--- config.mk ---
export PLATFORM = sky130hd
export DESIGN_NAME = mult_div_unit_flat
export DESIGN_NICKNAME = d
export VERILOG_FILES = /design/src/rtl/mult_div_unit_if.sv /design/src/rtl/mult_div_unit.sv /design/src/flat_wrapper.sv
export SDC_FILE = /design/constraint.sdc
export NUM_CORES = 1
export LEC_CHECK = 0
export ABC_AREA = 0
export CAP_MARGIN = 20
export CORE_UTILIZATION = 35
export CTS_CLUSTER_SIZE = 24
export DETAILED_ROUTE_END_ITERATION = 10
export RECOVER_POWER = 100
export REMOVE_ABC_BUFFERS = 1
export SYNTH_ARGS = -nofsm -noshare
export SYNTH_HDL_FRONTEND = slang
export SYNTH_SLANG_ARGS = --single-unit
--- constraint.sdc ---
create_clock -name clock -period 6.5 [get_ports clock]
set_input_delay 1.3 -clock clock [delete_from_list [all_inputs] [get_ports clock]]
set_output_delay 1.3 -clock clock [all_outputs]
set_load 0.05 [all_outputs]
--- src/rtl/mult_div_unit_if.sv ---
// Bus between the pipeline and the multiply/divide sequencer.
// The pipeline side drives the requests and the MTHI/MTLO writes.
// The unit side returns its status and the HI/LO registers.
interface mult_div_unit_if #(
  parameter int WIDTH = 32
);
  logic             start;
  logic [1:0]       op;
  logic [WIDTH-1:0] operand_a;
  logic [WIDTH-1:0] operand_b;
  logic             hi_write;
  logic             lo_write;
  logic [WIDTH-1:0] write_data;
  logic             busy;
  logic             done;
  logic             div_by_zero;
  logic [WIDTH-1:0] hi;
  logic [WIDTH-1:0] lo;

  modport master (
    output start, op, operand_a, operand_b, hi_write, lo_write, write_data,
    input  busy, done, div_by_zero, hi, lo
  );

  modport slave (
    input  start, op, operand_a, operand_b, hi_write, lo_write, write_data,
    output busy, done, div_by_zero, hi, lo
  );
endinterface

--- src/rtl/mult_div_unit.sv ---
// Multi-cycle sequencer for MULT/MULTU/DIV/DIVU that owns the HI/LO pair.
// A single shared datapath runs WIDTH iterations on operand magnitudes:
// shift-add for multiplies and restoring subtraction for divides.
// A FINISH cycle then applies sign correction and loads HI/LO.
// The register roles are:
//   acc_r - upper product half, or the partial remainder
//   mq_r  - the multiplier shifting out, or the dividend shifting out
//           while quotient bits shift in
//   src_r - the multiplicand, or the divisor magnitude
module mult_div_unit #(
  parameter int WIDTH = 32
) (
  input logic          clock,
  input logic          reset,
  mult_div_unit_if.slave bus
);

  localparam int CNT_W = $clog2(WIDTH);
  localparam logic [WIDTH-1:0]   ONE_W  = {{(WIDTH-1){1'b0}}, 1'b1};
  localparam logic [2*WIDTH-1:0] ONE_2W = {{(2*WIDTH-1){1'b0}}, 1'b1};
  localparam logic [CNT_W-1:0]   LAST_ITER = CNT_W'(WIDTH - 1);

  typedef enum logic [1:0] {
    ST_IDLE   = 2'd0,
    ST_BUSY   = 2'd1,
    ST_FINISH = 2'd2
  } state_t;

  state_t           state_r;
  logic [CNT_W-1:0] cnt_r;
  logic [WIDTH-1:0] acc_r;
  logic [WIDTH-1:0] mq_r;
  logic [WIDTH-1:0] src_r;
  logic [WIDTH-1:0] dividend_r;
  logic             is_div_r;
  logic             neg_res_r;
  logic             neg_rem_r;
  logic             dbz_r;
  logic [WIDTH-1:0] hi_r;
  logic [WIDTH-1:0] lo_r;
  logic             busy_r;
  logic             done_r;
  logic             dbz_out_r;

  logic [WIDTH:0]     mul_sum_s;
  logic [WIDTH:0]     rem_sh_s;
  logic [WIDTH:0]     diff_s;
  logic [WIDTH-1:0]   acc_nxt_s;
  logic [WIDTH-1:0]   mq_nxt_s;
  logic [2*WIDTH-1:0] prod_fix_s;
  logic [WIDTH-1:0]   quo_fix_s;
  logic [WIDTH-1:0]   rem_fix_s;
  logic [WIDTH-1:0]   hi_fin_s;
  logic [WIDTH-1:0]   lo_fin_s;

  // Magnitude of a value that is two's complement when is_signed is set.
  function automatic logic [WIDTH-1:0] magnitude(input logic [WIDTH-1:0] v,
                                                 input logic is_signed);
    if (is_signed && v[WIDTH-1]) begin
      return ~v + ONE_W;
    end else begin
      return v;
    end
  endfunction

  // Conditional two's complement negation of a single-width value.
  function automatic logic [WIDTH-1:0] cond_neg(input logic [WIDTH-1:0] v,
                                                input logic neg);
    if (neg) begin
      return ~v + ONE_W;
    end else begin
      return v;
    end
  endfunction

  assign bus.busy        = busy_r;
  assign bus.done        = done_r;
  assign bus.div_by_zero = dbz_out_r;
  assign bus.hi          = hi_r;
  assign bus.lo          = lo_r;

  // One multiply or divide iteration on the current accumulator state.
  always_comb begin
    mul_sum_s = {1'b0, acc_r} + {1'b0, (mq_r[0] ? src_r : {WIDTH{1'b0}})};
    rem_sh_s  = {acc_r, mq_r[WIDTH-1]};
    diff_s    = rem_sh_s - {1'b0, src_r};
    acc_nxt_s = acc_r;
    mq_nxt_s  = mq_r;
    if (is_div_r) begin
      // The remainder stays below the divisor, so the difference's top bit is its sign.
      if (!diff_s[WIDTH]) begin
        acc_nxt_s = diff_s[WIDTH-1:0];
        mq_nxt_s  = {mq_r[WIDTH-2:0], 1'b1};
      end else begin
        acc_nxt_s = rem_sh_s[WIDTH-1:0];
        mq_nxt_s  = {mq_r[WIDTH-2:0], 1'b0};
      end
    end else begin
      acc_nxt_s = mul_sum_s[WIDTH:1];
      mq_nxt_s  = {mul_sum_s[0], mq_r[WIDTH-1:1]};
    end
  end

  // Sign correction and HI/LO selection applied during FINISH.
  always_comb begin
    prod_fix_s = {acc_r, mq_r};
    if (neg_res_r) begin
      prod_fix_s = ~{acc_r, mq_r} + ONE_2W;
    end else begin
      prod_fix_s = {acc_r, mq_r};
    end
    quo_fix_s = cond_neg(mq_r, neg_res_r);
    rem_fix_s = cond_neg(acc_r, neg_rem_r);
    hi_fin_s  = prod_fix_s[2*WIDTH-1:WIDTH];
    lo_fin_s  = prod_fix_s[WIDTH-1:0];
    if (dbz_r) begin
      // Division by zero returns the original dividend in HI and all ones in LO.
      hi_fin_s = dividend_r;
      lo_fin_s = {WIDTH{1'b1}};
    end else if (is_div_r) begin
      hi_fin_s = rem_fix_s;
      lo_fin_s = quo_fix_s;
    end else begin
      hi_fin_s = prod_fix_s[2*WIDTH-1:WIDTH];
      lo_fin_s = prod_fix_s[WIDTH-1:0];
    end
  end

  // Sequencer FSM with registered status outputs and HI/LO ownership.
  always_ff @(posedge clock or posedge reset) begin
    if (reset) begin
      state_r    <= ST_IDLE;
      cnt_r      <= {CNT_W{1'b0}};
      acc_r      <= {WIDTH{1'b0}};
      mq_r       <= {WIDTH{1'b0}};
      src_r      <= {WIDTH{1'b0}};
      dividend_r <= {WIDTH{1'b0}};
      is_div_r   <= 1'b0;
      neg_res_r  <= 1'b0;
      neg_rem_r  <= 1'b0;
      dbz_r      <= 1'b0;
      hi_r       <= {WIDTH{1'b0}};
      lo_r       <= {WIDTH{1'b0}};
      busy_r     <= 1'b0;
      done_r     <= 1'b0;
      dbz_out_r  <= 1'b0;
    end else begin
      case (state_r)
        ST_IDLE: begin
          done_r    <= 1'b0;
          dbz_out_r <= 1'b0;
          if (bus.start) begin
            // op[1] selects divide; op[0] clear selects the signed variant.
            is_div_r   <= bus.op[1];
            mq_r       <= bus.op[1] ? magnitude(bus.operand_a, ~bus.op[0])
                                    : magnitude(bus.operand_b, ~bus.op[0]);
            src_r      <= bus.op[1] ? magnitude(bus.operand_b, ~bus.op[0])
                                    : magnitude(bus.operand_a, ~bus.op[0]);
            neg_res_r  <= ~bus.op[0] & (bus.operand_a[WIDTH-1] ^ bus.operand_b[WIDTH-1]);
            neg_rem_r  <= ~bus.op[0] & bus.op[1] & bus.operand_a[WIDTH-1];
            dividend_r <= bus.operand_a;
            dbz_r      <= bus.op[1] & (bus.operand_b == {WIDTH{1'b0}});
            acc_r      <= {WIDTH{1'b0}};
            cnt_r      <= {CNT_W{1'b0}};
            busy_r     <= 1'b1;
            state_r    <= ST_BUSY;
          end else begin
            // A start request takes priority, so MTHI/MTLO only apply without one.
            if (bus.hi_write) begin
              hi_r <= bus.write_data;
            end
            if (bus.lo_write) begin
              lo_r <= bus.write_data;
            end
          end
        end
        ST_BUSY: begin
          acc_r <= acc_nxt_s;
          mq_r  <= mq_nxt_s;
          cnt_r <= cnt_r + {{(CNT_W-1){1'b0}}, 1'b1};
          if (cnt_r == LAST_ITER) begin
            state_r <= ST_FINISH;
          end
        end
        ST_FINISH: begin
          hi_r      <= hi_fin_s;
          lo_r      <= lo_fin_s;
          done_r    <= 1'b1;
          dbz_out_r <= dbz_r;
          busy_r    <= 1'b0;
          state_r   <= ST_IDLE;
        end
        default: begin
          state_r   <= ST_IDLE;
          busy_r    <= 1'b0;
          done_r    <= 1'b0;
          dbz_out_r <= 1'b0;
        end
      endcase
    end
  end

endmodule

--- src/flat_wrapper.sv ---
// flat-port wrapper written by rule: the top's interface ports become plain ports
module mult_div_unit_flat 
#(
  parameter int WIDTH = 32
)
  (clock, reset, bus_start, bus_op, bus_operand_a, bus_operand_b, bus_hi_write, bus_lo_write, bus_write_data, bus_busy, bus_done, bus_div_by_zero, bus_hi, bus_lo);
  mult_div_unit_if #(.WIDTH(WIDTH)) bus_i ();
  input logic clock;
  input logic reset;
  input wire logic [$bits(bus_i.start)-1:0] bus_start;
  input wire logic [$bits(bus_i.op)-1:0] bus_op;
  input wire logic [$bits(bus_i.operand_a)-1:0] bus_operand_a;
  input wire logic [$bits(bus_i.operand_b)-1:0] bus_operand_b;
  input wire logic [$bits(bus_i.hi_write)-1:0] bus_hi_write;
  input wire logic [$bits(bus_i.lo_write)-1:0] bus_lo_write;
  input wire logic [$bits(bus_i.write_data)-1:0] bus_write_data;
  output wire logic [$bits(bus_i.busy)-1:0] bus_busy;
  output wire logic [$bits(bus_i.done)-1:0] bus_done;
  output wire logic [$bits(bus_i.div_by_zero)-1:0] bus_div_by_zero;
  output wire logic [$bits(bus_i.hi)-1:0] bus_hi;
  output wire logic [$bits(bus_i.lo)-1:0] bus_lo;
  assign bus_i.start = bus_start;
  assign bus_i.op = bus_op;
  assign bus_i.operand_a = bus_operand_a;
  assign bus_i.operand_b = bus_operand_b;
  assign bus_i.hi_write = bus_hi_write;
  assign bus_i.lo_write = bus_lo_write;
  assign bus_i.write_data = bus_write_data;
  assign bus_busy = bus_i.busy;
  assign bus_done = bus_i.done;
  assign bus_div_by_zero = bus_i.div_by_zero;
  assign bus_hi = bus_i.hi;
  assign bus_lo = bus_i.lo;
  mult_div_unit #(.WIDTH(WIDTH)) u_core (.clock(clock), .reset(reset), .bus(bus_i));
endmodule
==> impl_metrics.json <==
{
  "status": "finished with violations",
  "violations": "capacitance limit, slew limit",
  "drive_gt1_share_pct": 5.47,
  "utilization_pct": 42.4,
  "wl_mm": 58.1,
  "cts_root_buf": "clkbuf_16",
  "worst_pin_slew_ps": 3030,
  "dp_hpwl_mm": 43.4,
  "netlist-cell-type-count": 73,
  "drt_iter0_drc": 1482,
  "fin_area_mm2": 0.0192,
  "cp-end-kind": "flop",
  "cp-start-kind": "flop",
  "finalSetupViolations": 0,
  "rsz0062_at_grt": "false",
  "n_antenna_cell": 0,
  "ys_warn_count": 0,
  "r2r_cells": 13,
  "cts.clk_slew.worst_paths_ps": 60,
  "path_class": "flop to flop",
  "synthArstFlopShare_pct": 100,
  "gp_congestion": 0.914,
  "start_util_pct": 35.6,
  "slew_headroom_pct": -102,
  "cts-buffers-inserted": 25,
  "final_nets": 2279,
  "r2r-end": "u_core.acc_r[19]",
  "grtUsageTotal_pct": 24.4,
  "worstReg2RegStart": "u_core.mq_r[31]",
  "worstHoldPathCells": 2,
  "ioPinCount": 170,
  "place_area_mm2": 0.0184,
  "synth_edf_count": 0,
  "slowest_delay_ps": 810,
  "arrival_ps": 5380,
  "max_freq_mhz": 201,
  "min_period_ps": 4990,
  "cts_setup_buffers": 0,
  "vdd_ir_drop_max_v": 0.000248,
  "power_density_mw_per_mm2": 571,
  "clock_latency_ps": 550,
  "yosys_most_used_dff": "dfrtp_1",
  "path_delay_family": "compound AO/OA/AOI/OAI gates",
  "grt_overflow": 0,
  "placedCellCount": 2675,
  "min_period_over_period_pct": 76.7,
  "synth-seq-cells": 206,
  "synth_area_leaders": "dfrtp_1, o21ai_0, xnor2_1",
  "avgSynthCellArea_um2": 8.06,
  "ys_seq_area_share_pct": 31.9,
  "cts-htree-levels": 1,
  "critPathRequiredTime_ps": 6900,
  "drv_slew": 296,
  "hold_viol_final": 0,
  "layout_commonest_cell": "o21ai_0",
  "first_pass_iters": 5,
  "synth_top_area_cell": "dfrtp_1",
  "drc": 0,
  "cp_cell_sequence": "inv_1, ha_1, fa_1, nand2b_1, a21oi_1, o21ai_0, a311oi_1, o21ai_0, nor2_1, o31a_2, clkbuf_1, mux2i_1, o221ai_1",
  "min_from": "u_core.bus.lo[17]",
  "first_global_vias": 15200,
  "cts_buffer_depth": 3,
  "hold_end": "u_core.bus.lo[17]",
  "rows": 78,
  "cts_tree": "built",
  "via_per_inst": 5.82,
  "synth_top_cell_area_share_pct": 31.9,
  "die_area_mm2": 0.0470,
  "worst_path_most_repeated_cell": "o21ai_0",
  "whs_ps": 471,
  "critPathBufInv": 2,
  "vias": 15800,
  "cts_num_sinks": 206,
  "fp.dieW_um": 217,
  "antenna_left": 0,
  "final_cell_mix": "o21ai_0, nand2_1, dfrtp_1",
  "grt_max_degree": 108,
  "core_area_mm2": 0.0454,
  "hold_class": "flop to flop",
  "syn_to_final_growth_pct": 19.2,
  "antenna_found_initial": 2,
  "fill_cells": 4568,
  "synth_cells": 2003,
  "maxCapViolCount": 5,
  "syn-cell-area_mm2": 0.0161,
  "crit_path_top_delay_cell": "clkbuf_1",
  "skew_ps": 11.6,
  "numPortBuffers": 169,
  "setup_tns_ps": 0,
  "cellLeakagePower_nw": 8.09,
  "path_max_fanout": 15,
  "die_h_um": 217,
  "post_cts_resized": 0,
  "final_cells": 2722,
  "drt-wirelength-per-cell_um": 21.4,
  "grt_pass1_wl_mm": 90.1,
  "regToRegSetupSlack_ps": 1510,
  "hold_buffers": 0
}
tightest hold or removal path, stage by stage (launching register included):
cell and delay [ps]:
dfrtp_1 330, nand2_1 40, o21ai_0 60
per-layer routing:
layer	vias to the layer above	global-route usage, %	part of all wire (%)
met2	641	40.0	46
met5	-	0	0.045
met3	78	3.19	7.4
li1	7422	-	-
met4	4	6.15	2.1
met1	7701	33.9	44
worst max-delay path by stage:
stage,from,end,slack (ps),depth (start not counted)
after floorplan,reset,u_core.acc_r[0],-420,1
after global placement,bus_operand_a[2],u_core.mq_r[16],1740,10
after detailed placement,bus_operand_a[2],u_core.mq_r[16],1730,10
after CTS,u_core.mq_r[31],u_core.acc_r[3],1970,14
after global routing,reset,u_core.acc_r[19],930,3
final,u_core.mq_r[31],u_core.acc_r[19],1510,13
per-stage QoR:
step,setup WS [ps],total power (W)
2_1_floorplan,-424,0.00731
6_report,1510,0.0110
3_3_place_gp,1740,0.00930
3_5_place_dp,1730,0.00944
4_1_cts,1970,0.0110
5_1_grt,933,0.0118
kinds of logic (layout without fill, tap and decap cells):
group | count (synthesis) | count (layout) | share of synthesized area [%]
fa+ha+maj | 72 | 72 | 5.68
buf+inv | 182 | 301 | 4.33
xor+xnor | 171 | 171 | 9.28
mux | 101 | 101 | 6.55
simple gates | 597 | 597 | 16.9
flops | 206 | 206 | 31.9
compound gates | 674 | 674 | 25.3
sequential cells by signal, indices dropped and copies added, names as in the netlist, 2 cells and up:
name,count
u_core.src_r,32
u_core.bus.lo,32
u_core.state_r,2
u_core.dividend_r,32
u_core.mq_r,32
u_core.cnt_r,5
u_core.acc_r,32
u_core.bus.hi,32
area by class of cell:
class	count	area [µm²]	share of cell area, %
Sequential cell	206	5160	26.8
Clock inverter	8	165	0.859
Multi-Input combinational cell	1615	10300	53.5
Inverter	61	236	1.23
Tap cell	600	751	3.90
Timing Repair Buffer	195	1900	9.90
Clock buffer	37	731	3.80
cells in the mapped netlist (all sizes together) (11+ instances only):
library cell and instances:
o21ai 238, nand2 213, dfrtp 206, nor2 186, a21oi 184, xnor2 110, clkbuf 104, ha 70
mux2i 64, inv 61, xor2 61, a21o 40, nor3 39, mux2 37, o22ai 32, a22oi 25
o31ai 23, nand3 22, nor4 20, nand2b 19, a22o 18, or4 18, buf 17, a31oi 14
nor2b 14, or3 14, o41ai 13, nand4 12, o21a 11
power breakdown:
group,switching (W),internal (W)
sequential,0.000750,0.00190
combinational,0.00411,0.00266
clock,0.000591,0.000970
(Power assumes the default switching activity.)
